===== src/rtl/cpu_run_controller.sv =====
// rtl/cpu_run_controller.sv - run/stop controller sequencing core reset, clock enable, breakpoints and cycle budget
//
// Ports:
//   clk, reset        system clock (rising edge), async active-high reset
//   start             pulse: reset core, clear cycle counter, then run
//   resume            pulse: continue from HALTED without core reset (passes current bp once)
//   step              pulse: execute exactly one core cycle from HALTED
//   stop              pulse: halt at end of current RUN cycle
//   max_cycles        cycle budget, 0 = unlimited
//   pc                current core PC
//   bp_addr, bp_en    breakpoint addresses (bp i at [i*PC_W +: PC_W]) and enables
//   core_en           core clock enable
//   core_reset        registered synchronous reset to the core
//   running, halted   status decoded from state
//   halt_cause        0 none, 1 budget, 2 breakpoint, 3 stop, 4 step done
//   bp_index          lowest-index breakpoint that caused the halt
//   cycle_count       enabled core cycles since last start, saturating
module cpu_run_controller #(
    parameter int CYCLE_W    = 32,
    parameter int PC_W       = 32,
    parameter int NUM_BP     = 2,
    parameter int RESET_HOLD = 2,
    localparam int BPI_W     = (NUM_BP > 1) ? $clog2(NUM_BP) : 1
) (
    input  logic                   clk,
    input  logic                   reset,
    input  logic                   start,
    input  logic                   resume,
    input  logic                   step,
    input  logic                   stop,
    input  logic [CYCLE_W-1:0]     max_cycles,
    input  logic [PC_W-1:0]        pc,
    input  logic [NUM_BP*PC_W-1:0] bp_addr,
    input  logic [NUM_BP-1:0]      bp_en,
    output logic                   core_en,
    output logic                   core_reset,
    output logic                   running,
    output logic                   halted,
    output logic [2:0]             halt_cause,
    output logic [BPI_W-1:0]       bp_index,
    output logic [CYCLE_W-1:0]     cycle_count
);
    localparam int HOLD_W = (RESET_HOLD > 1) ? $clog2(RESET_HOLD) : 1;
    localparam logic [HOLD_W-1:0] HOLD_LOAD = HOLD_W'(RESET_HOLD - 1);

    typedef enum logic [2:0] {
        S_IDLE,
        S_RST_HOLD,
        S_RUN,
        S_STEP,
        S_HALTED
    } state_t;

    state_t            state, state_n;
    logic [HOLD_W-1:0] hold_cnt, hold_cnt_n;
    logic [2:0]        cause_n;
    logic [BPI_W-1:0]  bpi_n, bp_idx_c;
    logic              bp_skip, skip_n;
    logic              clr_count;
    logic              bp_match, bp_hit;
    logic              budget_done, budget_last;

    // Descending scan so the lowest matching index is the one left standing.
    always_comb begin
        bp_match = 1'b0;
        bp_idx_c = '0;
        for (int i = NUM_BP - 1; i >= 0; i--) begin
            if (bp_en[i] && pc == bp_addr[i*PC_W +: PC_W]) begin
                bp_match = 1'b1;
                bp_idx_c = BPI_W'(i);
            end
        end
    end

    assign bp_hit      = bp_match && !bp_skip;
    assign budget_done = (max_cycles != '0) && (cycle_count >= max_cycles);
    // The cycle that brings the count up to the budget is the last one allowed.
    assign budget_last = (max_cycles != '0) && ((cycle_count + CYCLE_W'(1)) == max_cycles);

    always_comb begin
        state_n    = state;
        hold_cnt_n = hold_cnt;
        cause_n    = halt_cause;
        bpi_n      = bp_index;
        skip_n     = bp_skip;
        clr_count  = 1'b0;
        core_en    = 1'b0;

        case (state)
            S_IDLE: begin
                // Only start leaves IDLE; handled below.
            end
            S_RST_HOLD: begin
                if (hold_cnt == '0) state_n = S_RUN;
                else                hold_cnt_n = hold_cnt - HOLD_W'(1);
            end
            S_RUN: begin
                core_en = !bp_hit && !budget_done;
                if (core_en) skip_n = 1'b0;
                if (stop) begin
                    state_n = S_HALTED;
                    cause_n = 3'd3;
                end else if (bp_hit) begin
                    state_n = S_HALTED;
                    cause_n = 3'd2;
                    bpi_n   = bp_idx_c;
                end else if (budget_done || (core_en && budget_last)) begin
                    state_n = S_HALTED;
                    cause_n = 3'd1;
                end
            end
            S_STEP: begin
                core_en = 1'b1;
                state_n = S_HALTED;
                cause_n = 3'd4;
            end
            S_HALTED: begin
                if (step && !budget_done) begin
                    state_n = S_STEP;
                end else if (resume && !budget_done) begin
                    state_n = S_RUN;
                    skip_n  = 1'b1;
                end
            end
            default: state_n = S_IDLE;
        endcase

        // start overrides everything, from any state.
        if (start) begin
            state_n    = S_RST_HOLD;
            hold_cnt_n = HOLD_LOAD;
            cause_n    = 3'd0;
            skip_n     = 1'b0;
            clr_count  = 1'b1;
        end
    end

    always_ff @(posedge clk or posedge reset) begin
        if (reset) begin
            state       <= S_IDLE;
            hold_cnt    <= '0;
            halt_cause  <= 3'd0;
            bp_index    <= '0;
            bp_skip     <= 1'b0;
            core_reset  <= 1'b1;
            cycle_count <= '0;
        end else begin
            state      <= state_n;
            hold_cnt   <= hold_cnt_n;
            halt_cause <= cause_n;
            bp_index   <= bpi_n;
            bp_skip    <= skip_n;
            core_reset <= (state_n == S_IDLE) || (state_n == S_RST_HOLD);
            if (clr_count)
                cycle_count <= '0;
            else if (core_en && cycle_count != '1)
                cycle_count <= cycle_count + CYCLE_W'(1);
        end
    end

    assign running = (state == S_RUN) || (state == S_STEP);
    assign halted  = (state == S_HALTED);
endmodule


===== config.mk =====
export PLATFORM = sky130hd
export DESIGN_NAME = cpu_run_controller
export DESIGN_NICKNAME = d
export VERILOG_FILES = /design/src/rtl/cpu_run_controller.sv
export SDC_FILE = /design/constraint.sdc
export NUM_CORES = 1
export LEC_CHECK = 0
export ABC_AREA = 1
export BUFFER_PORTS_ARGS = -buffer_cell sky130_fd_sc_hd__buf_2
export CAP_MARGIN = 40
export CORE_AREA = 4 4 115 128
export DETAILED_ROUTE_END_ITERATION = 10
export DIE_AREA = 0 0 119 132
export GPL_TIMING_DRIVEN = 0
export PLACE_DENSITY_LB_ADDON = 0.12
export SLEW_MARGIN = 30
export SYNTH_ARGS = -nofsm -noshare
export SYNTH_HDL_FRONTEND = slang
export SYNTH_SLANG_ARGS = --single-unit

===== constraint.sdc =====
create_clock -name clk -period 5.12 [get_ports clk]
set_input_delay 1.024 -clock clk [delete_from_list [all_inputs] [get_ports clk]]
set_output_delay 1.024 -clock clk [all_outputs]
set_load 0.05 [all_outputs]

==> results_dict.tcl, run 1 <==
set metrics [dict create \
    status "finished clean" \
    finalClockSkew_ps 10.2 \
    drive_gt1_frac 0.184 \
    yosys-top-cells-area "nand2_1 (24%), dfrtp_1 (18%), nand3_1 (9.4%)" \
    cts_setup_buffers 0 \
    fmax_ghz 0.237 \
    die-area_sq_mm 0.0157 \
    hold_path.class "reg -> reg" \
    ys_seq_area_frac 0.182 \
    ys_warn_count 0 \
    synthXorXnorAreaFrac 0.0472 \
    synth_nets 1201 \
    grt_max_degree 43 \
    drc 0 \
    path_cells "buf_2 > inv_1 > ha_1 > nand2_1 > nor2_1 > nand4_1 > nor2_1 > nand4_1 > nand3_1 > nand2_1 > nand3_1 > nand2_1 > buf_2" \
    relSlewSlack 0.567 \
    fin_cells 1403 \
    synth_top_family_by_area "simple AND/OR/NAND/NOR gates" \
    crit_fanout 6 \
    worst_pin_slew_ps 650 \
    cts_hold_buf 0 \
    root_buffer "clkbuf_16" \
    synth_mux_area_frac 0 \
    crit_path_start_kind "input port" \
    yosys.area_share.simple 0.537 \
    netlist_area_sq_mm 0.00578 \
    cts.htree.levels 2 \
    num_vias 7145 \
    start_util 0.426 \
    num_antenna_cells 0 \
    viasPerCell 5.09 \
    grt_pass1_vias 6768 \
    hpwl_um 18800 \
    rows 45 \
    critPathSlowestCell "ha_1" \
    synthToLayoutAreaGrowth_pct 22.3 \
    yosys_register_bits 42 \
    yosysMostFrequentCell "nand2_1" \
    powerDensity_mw_per_mm2 154 \
    drtPass1Iterations 5 \
    clk-insertion-delay-late_ps 300 \
    cp_common_cell "nand2_1" \
    ys.flop_type "dfrtp_1" \
    synth-edff-count 0 \
    layout.nets 1383 \
    rsz0062_at_grt "no" \
    ir_drop_mv 0.0975 \
    io_buffer_count 175 \
    worstSetupStartpoint "max_cycles[31]" \
    final.setup.worst_slack_ps 909 \
    hold_path_startpoint "bp_index" \
    fin_hold_ws_ps 489 \
    leakage_uw 0.00399 \
    postSynthCellCount 1032 \
    endpoint_kind "output port" \
    avgSynthCellArea_sq_um 5.60 \
    synth_compound_area_frac 0.0600 \
    grtUsageTotal 0.276 \
    die_h_um 132 \
    crit_arrival_ps 3190 \
    clk_pin_slew_ps 60 \
    setup_tns_ps 0 \
    totalWireLength_um 22000 \
    required_ps 4100 \
    hold_viol_final 0 \
    maxCapViolCount 0 \
    fp.dieW_um 119 \
    dr.first_iter.drc_count 458 \
    ys_async_sr_fraction 1.00 \
    synth_top_cells_by_count "nand2_1 (372), inv_1 (143), nor2_1 (141)" \
    synth_top_area_frac 0.242 \
    clockBufferDepth 2 \
    gp_congestion 0.970 \
    grt_overflow 0 \
    slowest_delay_ps 290 \
    antenna_found_initial 0 \
    numCtsBuffers 5 \
    criticalPathCategory "in -> out" \
    cts_resized 0 \
    place_inst 1395 \
    postRouteAntennaNets 0 \
    cts_sinks 42 \
    place_ws_ps 948 \
    slew_viol_final 0 \
    setup_viol 0 \
    cts_tree "built" \
    period_needed_ps 4210 \
    r2r_start "cycle_count[15]" \
    design.core.area_sq_mm 0.0136 \
    yosysTopAreaCell "nand2_1" \
    synthAdderAreaFrac 0.0714 \
    grt_pass1_wl_um 34600 \
    post-route-period-util 0.823 \
    synth_cell_types 35 \
    ios 176 \
    routedWlPerCell_um 15.7 \
]
==> worst paths after layout <==
kind                              endpoint  slack [ps]  cells past startpoint
max in group asynchronous  cycle_count[30]        3960                      2
hold reg to reg                   bp_index         490                      2
hold / removal                    bp_index         490                      2
setup / recovery                   core_en         910                     13
setup reg to reg            cycle_count[0]        1960                     14
min in group asynchronous         state[0]         780                      2
==> worst max-delay path: cells and delay by family <==
family                   cells  cell delay, ps
adder cells (fa/ha/maj)      1             290
buffers and inverters        3             410
AND/OR/NAND/NOR              9            1430
==> stage by stage <==
stage / utilization / area, sq um / power [uW]
2_1_floorplan: - / 5780 / 558
3_3_place_gp: 0.508 / 6890 / 702
3_5_place_dp: 0.508 / 6890 / 703
4_1_cts: 0.521 / 7070 / 1090
5_1_grt: 0.521 / 7070 / 1150
6_report: 0.521 / 7070 / 1090
==> flip-flops by register name, summed over array words and instances (netlist names) <==
| signal | cells |
|---|---|
| hold_cnt | 1 |
| bp_skip | 1 |
| cycle_count | 32 |
| halt_cause | 3 |
| core_reset | 1 |
| state | 3 |
| bp_index | 1 |
==> logic make-up (layout without fill, tap and decap cells) <==
family | Yosys count | after routing
simple gates | 715 | 715
buf+inv | 155 | 338
compound gates | 59 | 59
flops | 42 | 42
fa+ha+maj | 33 | 33
xor+xnor | 28 | 28
==> per-layer routing <==
layer,global-route usage,part of all wire,up-vias
li1,-,-,3662
met1,0.365,0.45,3200
met2,0.458,0.46,235
met3,0.0386,0.063,48
met4,0.0998,0.033,0
met5,0,0,-
==> layout make-up <==
cell class                      count  area [sq um]
Fill cell                        1518          6500
Inverter                          144           544
Clock inverter                      1          30.0
Timing Repair Buffer              175           876
Sequential cell                    42          1050
Buffer                             11          48.8
Multi-Input combinational cell    835          4140
Tap cell                          188           235
Clock buffer                        7           143
==> power breakdown <==
| part | switching, uW | total, uW | internal [uW] |
|---|---|---|---|
| sequential | 7.87 | 350 | 342 |
| combinational | 229 | 349 | 121 |
| clock | 145 | 390 | 244 |
| total | 382 | 1090 | 707 |
==> layout by cell type (no fill, tap or decap), types with 5 or more instances in the layout <==
master	instances
nand3b_1	9
or2_2	14
o21ai_0	14
nand2_2	6
clkbuf_16	5
nor3_1	11
ha_1	33
buf_2	181
nor2_4	7
clkbuf_1	5
xnor2_1	14
xor2_1	12
inv_1	142
nand2_1	372
nand4_1	29
nor4_1	7
nor2_1	141
o31ai_1	8
a21oi_1	25
o2111ai_1	5
nand3_1	109
dfrtp_1	41
Power figures use the tool's default switching activity.
==> inputs of run 2 (changes only) <==
==> constraint.sdc (replaced) <==
create_clock -name clk -period 3.5 [get_ports clk]
set_input_delay 0.7 -clock clk [delete_from_list [all_inputs] [get_ports clk]]
set_output_delay 0.7 -clock clk [all_outputs]
set_load 0.05 [all_outputs]
==> run 2 against run 1 <==
  * Sequential cell count unchanged
  * Critical path depth unchanged
  * Highest routed layer unchanged
  * Sequential power up 46%
==> results_dict.tcl, run 2 (synthesized netlist as in run 1, its figures left out) <==
set metrics [dict create \
    status "finished clean" \
    hpwl_um 18800 \
    period_needed_ps 3330 \
    rsz0062_at_grt "no" \
    final_util 0.523 \
    final_common_cell "nand2_1" \
    powerDensity_mw_per_mm2 225 \
    post-route-period-util 0.952 \
    fmax_ghz 0.300 \
    die_h_um 132 \
    ir_drop_mv 0.142 \
    cts_hold_buf 0 \
    antenna_found_initial 0 \
    layout.nets 1383 \
    setup_tns_ps 0 \
    clk_pin_slew_ps 60 \
    cts.htree.levels 2 \
    setup_viol 0 \
    cts_sinks 42 \
    crit_fanout 6 \
    drc 0 \
    postRouteAntennaNets 0 \
    endpoint_kind "output port" \
    start_util 0.426 \
    clockBufferDepth 2 \
    cts_tree "built" \
    leakage_uw 0.00399 \
    routedWlPerCell_um 15.7 \
    path_cells "buf_2 > inv_1 > ha_1 > nand2_1 > nor2_2 > nand4_1 > nor2_2 > nand4_1 > nand3_1 > nand2_4 > nand3_1 > nand2_2 > buf_4" \
    die-area_sq_mm 0.0157 \
    crit_path_start_kind "input port" \
    slew_viol_final 0 \
    grt_pass1_vias 6769 \
    grt_overflow 0 \
    crit_family "simple AND/OR/NAND/NOR gates" \
    maxCapViolCount 0 \
    io_buffer_count 175 \
    worst_pin_slew_ps 658 \
    grtUsageTotal 0.276 \
    hold_viol_final 0 \
    num_vias 7227 \
    critPathBufInv 3 \
    grt_max_degree 43 \
    gp_congestion 0.970 \
    design.core.area_sq_mm 0.0136 \
    layout_common_cells "nand2_1 (370), buf_2 (180), inv_1 (142), nor2_1 (138), nand3_1 (109)" \
    crit_arrival_ps 2630 \
    clk-insertion-delay-late_ps 300 \
    relSlewSlack 0.561 \
    totalWireLength_um 22100 \
    required_ps 2800 \
    grt_pass1_wl_um 34600 \
    top_register "cycle_count" \
    num_antenna_cells 0 \
    drive_gt1_frac 0.189 \
    viasPerCell 5.15 \
    dr.first_iter.drc_count 509 \
    fp.dieW_um 119 \
    numCtsBuffers 5 \
    slowest_delay_ps 300 \
    ios 176 \
    finalClockSkew_ps 10.5 \
    drtPass1Iterations 5 \
    critPathSlowestCell "ha_1" \
    root_buffer "clkbuf_16" \
    synthToLayoutAreaGrowth_pct 22.8 \
    hold_path.class "in -> async" \
    criticalPathCategory "in -> out" \
    largestRegisters "cycle_count: 32 flops, halt_cause: 3 flops, state: 3 flops" \
    rows 45 \
    largest_reg_flops 32 \
]
run 2: cell counts in the layout (fill, tap and decap cells not counted):
No cell type changed its count.
run 2: per-stage QoR:
stage                     power (uW)  hold WS, ps  instances  setup slack, ps  instance area (sq um)
after detailed placement        1030          475       1395            -24.1                   6890
after global routing            1680          515       1403             3.67                   7100
after global placement          1030          463       1395            -19.0                   6890
final                           1600          452       1403              167                   7100
after CTS                       1600          484       1403             27.4                   7070
after floorplan                  816          470       1032              539                   5780
run 2: metal layers:
layer	wire [um]	GRT usage	vias to the layer above
li1	-	-	3663
met3	1410	0.0386	52
met2	10100	0.458	277
met4	773	0.0998	0
met1	9780	0.366	3235
met5	0	0	-
run 2: final cells by class:
type                    count  area, sq um
repair buffers            175          878
well taps                 188          235
flip-flops and latches     42         1050
inverters                 144          544
clock inverters             1         30.0
multi-input cells         835         4160
plain buffers              11         48.8
fillers                  1510         6470
clock buffers               7          143
run 2: worst paths after layout:
check,start,to,slack [ps],cells after the start
min in group clk,bp_index,bp_index,490,2
hold reg to reg,bp_index,bp_index,490,2
hold / removal,reset,state[0],450,2
setup reg to reg,cycle_count[25],cycle_count[22],580,17
max in group asynchronous,reset,cycle_count[0],2660,2
setup / recovery,max_cycles[23],core_en,170,13
run 2: where the power goes:
| group | switching (uW) | internal, uW |
|---|---|---|
| clock network | 215 | 357 |
| logic | 336 | 178 |
| registers | 11.5 | 500 |
run 2: timing repair:
item	in CTS	in global routing
setup endpoints to repair	1	2
buffers inserted	0	0
pin swaps	0	3
resized for setup	1	9
==> inputs of run 3 (changes only) <==
--- a/config.mk
+++ b/config.mk
@@ -8,10 +8,10 @@
 export ABC_AREA = 1
 export BUFFER_PORTS_ARGS = -buffer_cell sky130_fd_sc_hd__buf_2
 export CAP_MARGIN = 40
-export CORE_AREA = 4 4 115 128
+export CORE_AREA = 4 4 150 167
 export DETAILED_ROUTE_END_ITERATION = 10
-export DIE_AREA = 0 0 119 132
-export GPL_TIMING_DRIVEN = 0
+export DIE_AREA = 0 0 154 171
+export GPL_TIMING_DRIVEN = 1
 export PLACE_DENSITY_LB_ADDON = 0.12
 export SLEW_MARGIN = 30
 export SYNTH_ARGS = -nofsm -noshare
==> run 3 against run 2 <==
  * Total power down 3.0%
  * Cell count is 8.3% higher
  * Critical path depth stayed put
  * Fmax increased by 0.14%
  * Sequential cell count unchanged
  * Via count fell by 3.3%
  * Worst hold slack got worse by 30 ps
  * Design area is 2.1% higher
  * First-iteration DRC count shrank 17%
  * Routed wire length is 11% higher
  * Largest cell class unchanged
==> results_dict.tcl, run 3 (synthesized netlist as in run 1, its figures left out) <==
set metrics [dict create \
    status "finished clean" \
    rows 59 \
    hold_path.class "in -> async" \
    io_buffer_count 175 \
    criticalPathCategory "in -> out" \
    grt_max_degree 24 \
    crit_fanout 3 \
    leakage_uw 0.00401 \
    layout_common_cells "nand2_1 (372), buf_2 (174), inv_1 (142), nor2_1 (139), nand3_1 (109)" \
    grtUsageTotal 0.184 \
    die-area_sq_mm 0.0263 \
    numCtsBuffers 5 \
    clk-insertion-delay-late_ps 300 \
    routedWlPerCell_um 16.2 \
    fp.dieW_um 154 \
    cts_resized 0 \
    maxCapViolCount 0 \
    largestRegisters "cycle_count: 32 flops, halt_cause: 3 flops, state: 3 flops" \
    grt_overflow 0 \
    dr.first_iter.drc_count 421 \
    hpwl_um 21000 \
    clockBufferDepth 2 \
    ios 176 \
    postRouteAntennaNets 0 \
    worst_pin_slew_ps 750 \
    post-route-period-util 0.951 \
    cts_sinks 42 \
    drtPass1Iterations 4 \
    multi_input_area_sq_mm 0.00414 \
    root_buffer "clkbuf_16" \
    nFillCells 2724 \
    largest_reg_flops 32 \
    ir_drop_mv 0.169 \
    endpoint_kind "output port" \
    fmax_ghz 0.300 \
    final_common_cell "nand2_1" \
    layout.nets 1382 \
    cts_tree "built" \
    gp_congestion 0.889 \
    period_needed_ps 3330 \
    crit_path_start_kind "input port" \
    grt_pass1_vias 7059 \
    antenna_found_initial 0 \
    setup_viol 0 \
    crit_arrival_ps 2630 \
    num_antenna_cells 0 \
    totalWireLength_um 24600 \
    num_vias 6988 \
    required_ps 2800 \
    cts.htree.levels 2 \
    setup_tns_ps 0 \
    drc 0 \
    slew_viol_final 0 \
    drive_gt1_frac 0.189 \
    die_h_um 171 \
    grt_pass1_wl_um 38300 \
    placed_cell_area_sq_mm 0.00708 \
    powerDensity_mw_per_mm2 214 \
    seq_area_sq_mm 0.00105 \
    top_register "cycle_count" \
    clk_pin_slew_ps 70 \
    cts_hold_buf 0 \
    rsz0062_at_grt "no" \
    start_util 0.247 \
    fin_area_sq_mm 0.00725 \
    finalClockSkew_ps 15.4 \
    fin_hold_ws_ps 421 \
    design.core.area_sq_mm 0.0234 \
    viasPerCell 4.60 \
    cts_setup_buffers 0 \
    synthToLayoutAreaGrowth_pct 25.4 \
    relSlewSlack 0.500 \
    hold_viol_final 0 \
    total_power_uw 1550 \
]
run 3: final timing paths:
| path | startpoint | endpoint | slack [ps] | depth (start not counted) |
|---|---|---|---|---|
| min | reset | cycle_count[14] | 420 | 2 |
| max in group asynchronous | reset | core_reset | 2300 | 3 |
| min in group clk | bp_index | bp_index | 490 | 2 |
| max reg2reg | cycle_count[25] | cycle_count[2] | 540 | 17 |
| min reg2reg | bp_index | bp_index | 490 | 2 |
| max | max_cycles[31] | core_en | 170 | 13 |
run 3: area by class of cell:
| cell class | instances | area share |
|---|---|---|
| clock inverters | 2 | 0.00224 |
| multi-input cells | 835 | 0.572 |
| flip-flops and latches | 42 | 0.145 |
| well taps | 305 | 0.0527 |
| clock buffers | 6 | 0.0192 |
| inverters | 144 | 0.0748 |
| repair buffers | 185 | 0.134 |
run 3: per-stage QoR:
stage,setup slack (ps),std cells,utilization
CTS,18.7,1519,0.309
global placement,63.0,1510,0.302
detailed placement,59.1,1511,0.303
finish,172,1519,0.310
floorplan,539,1032,-
global route,19.2,1519,0.310
run 3: worst max-delay path: stages:
cell and delay [ps]:
buf_2 110, inv_1 80, ha_1 300, nand2_1 90
nor2_2 140, nand4_1 170, nor2_2 200, nand4_1 180
nand3_1 130, nand2_1 100, nand3_1 130, nand2_1 90
buf_4 200
run 3: where the power goes:
part / switching [uW] / internal (uW)
combinational: 337 / 181
sequential: 10.9 / 500
clock: 233 / 288
total: 581 / 969
run 3: metal layers:
metal	vias up	wire length (um)	track usage
li1	3651	-	-
met1	3134	11200	0.240
met2	180	11700	0.323
met3	23	1330	0.0319
met4	0	375	0.0334
met5	-	0	0
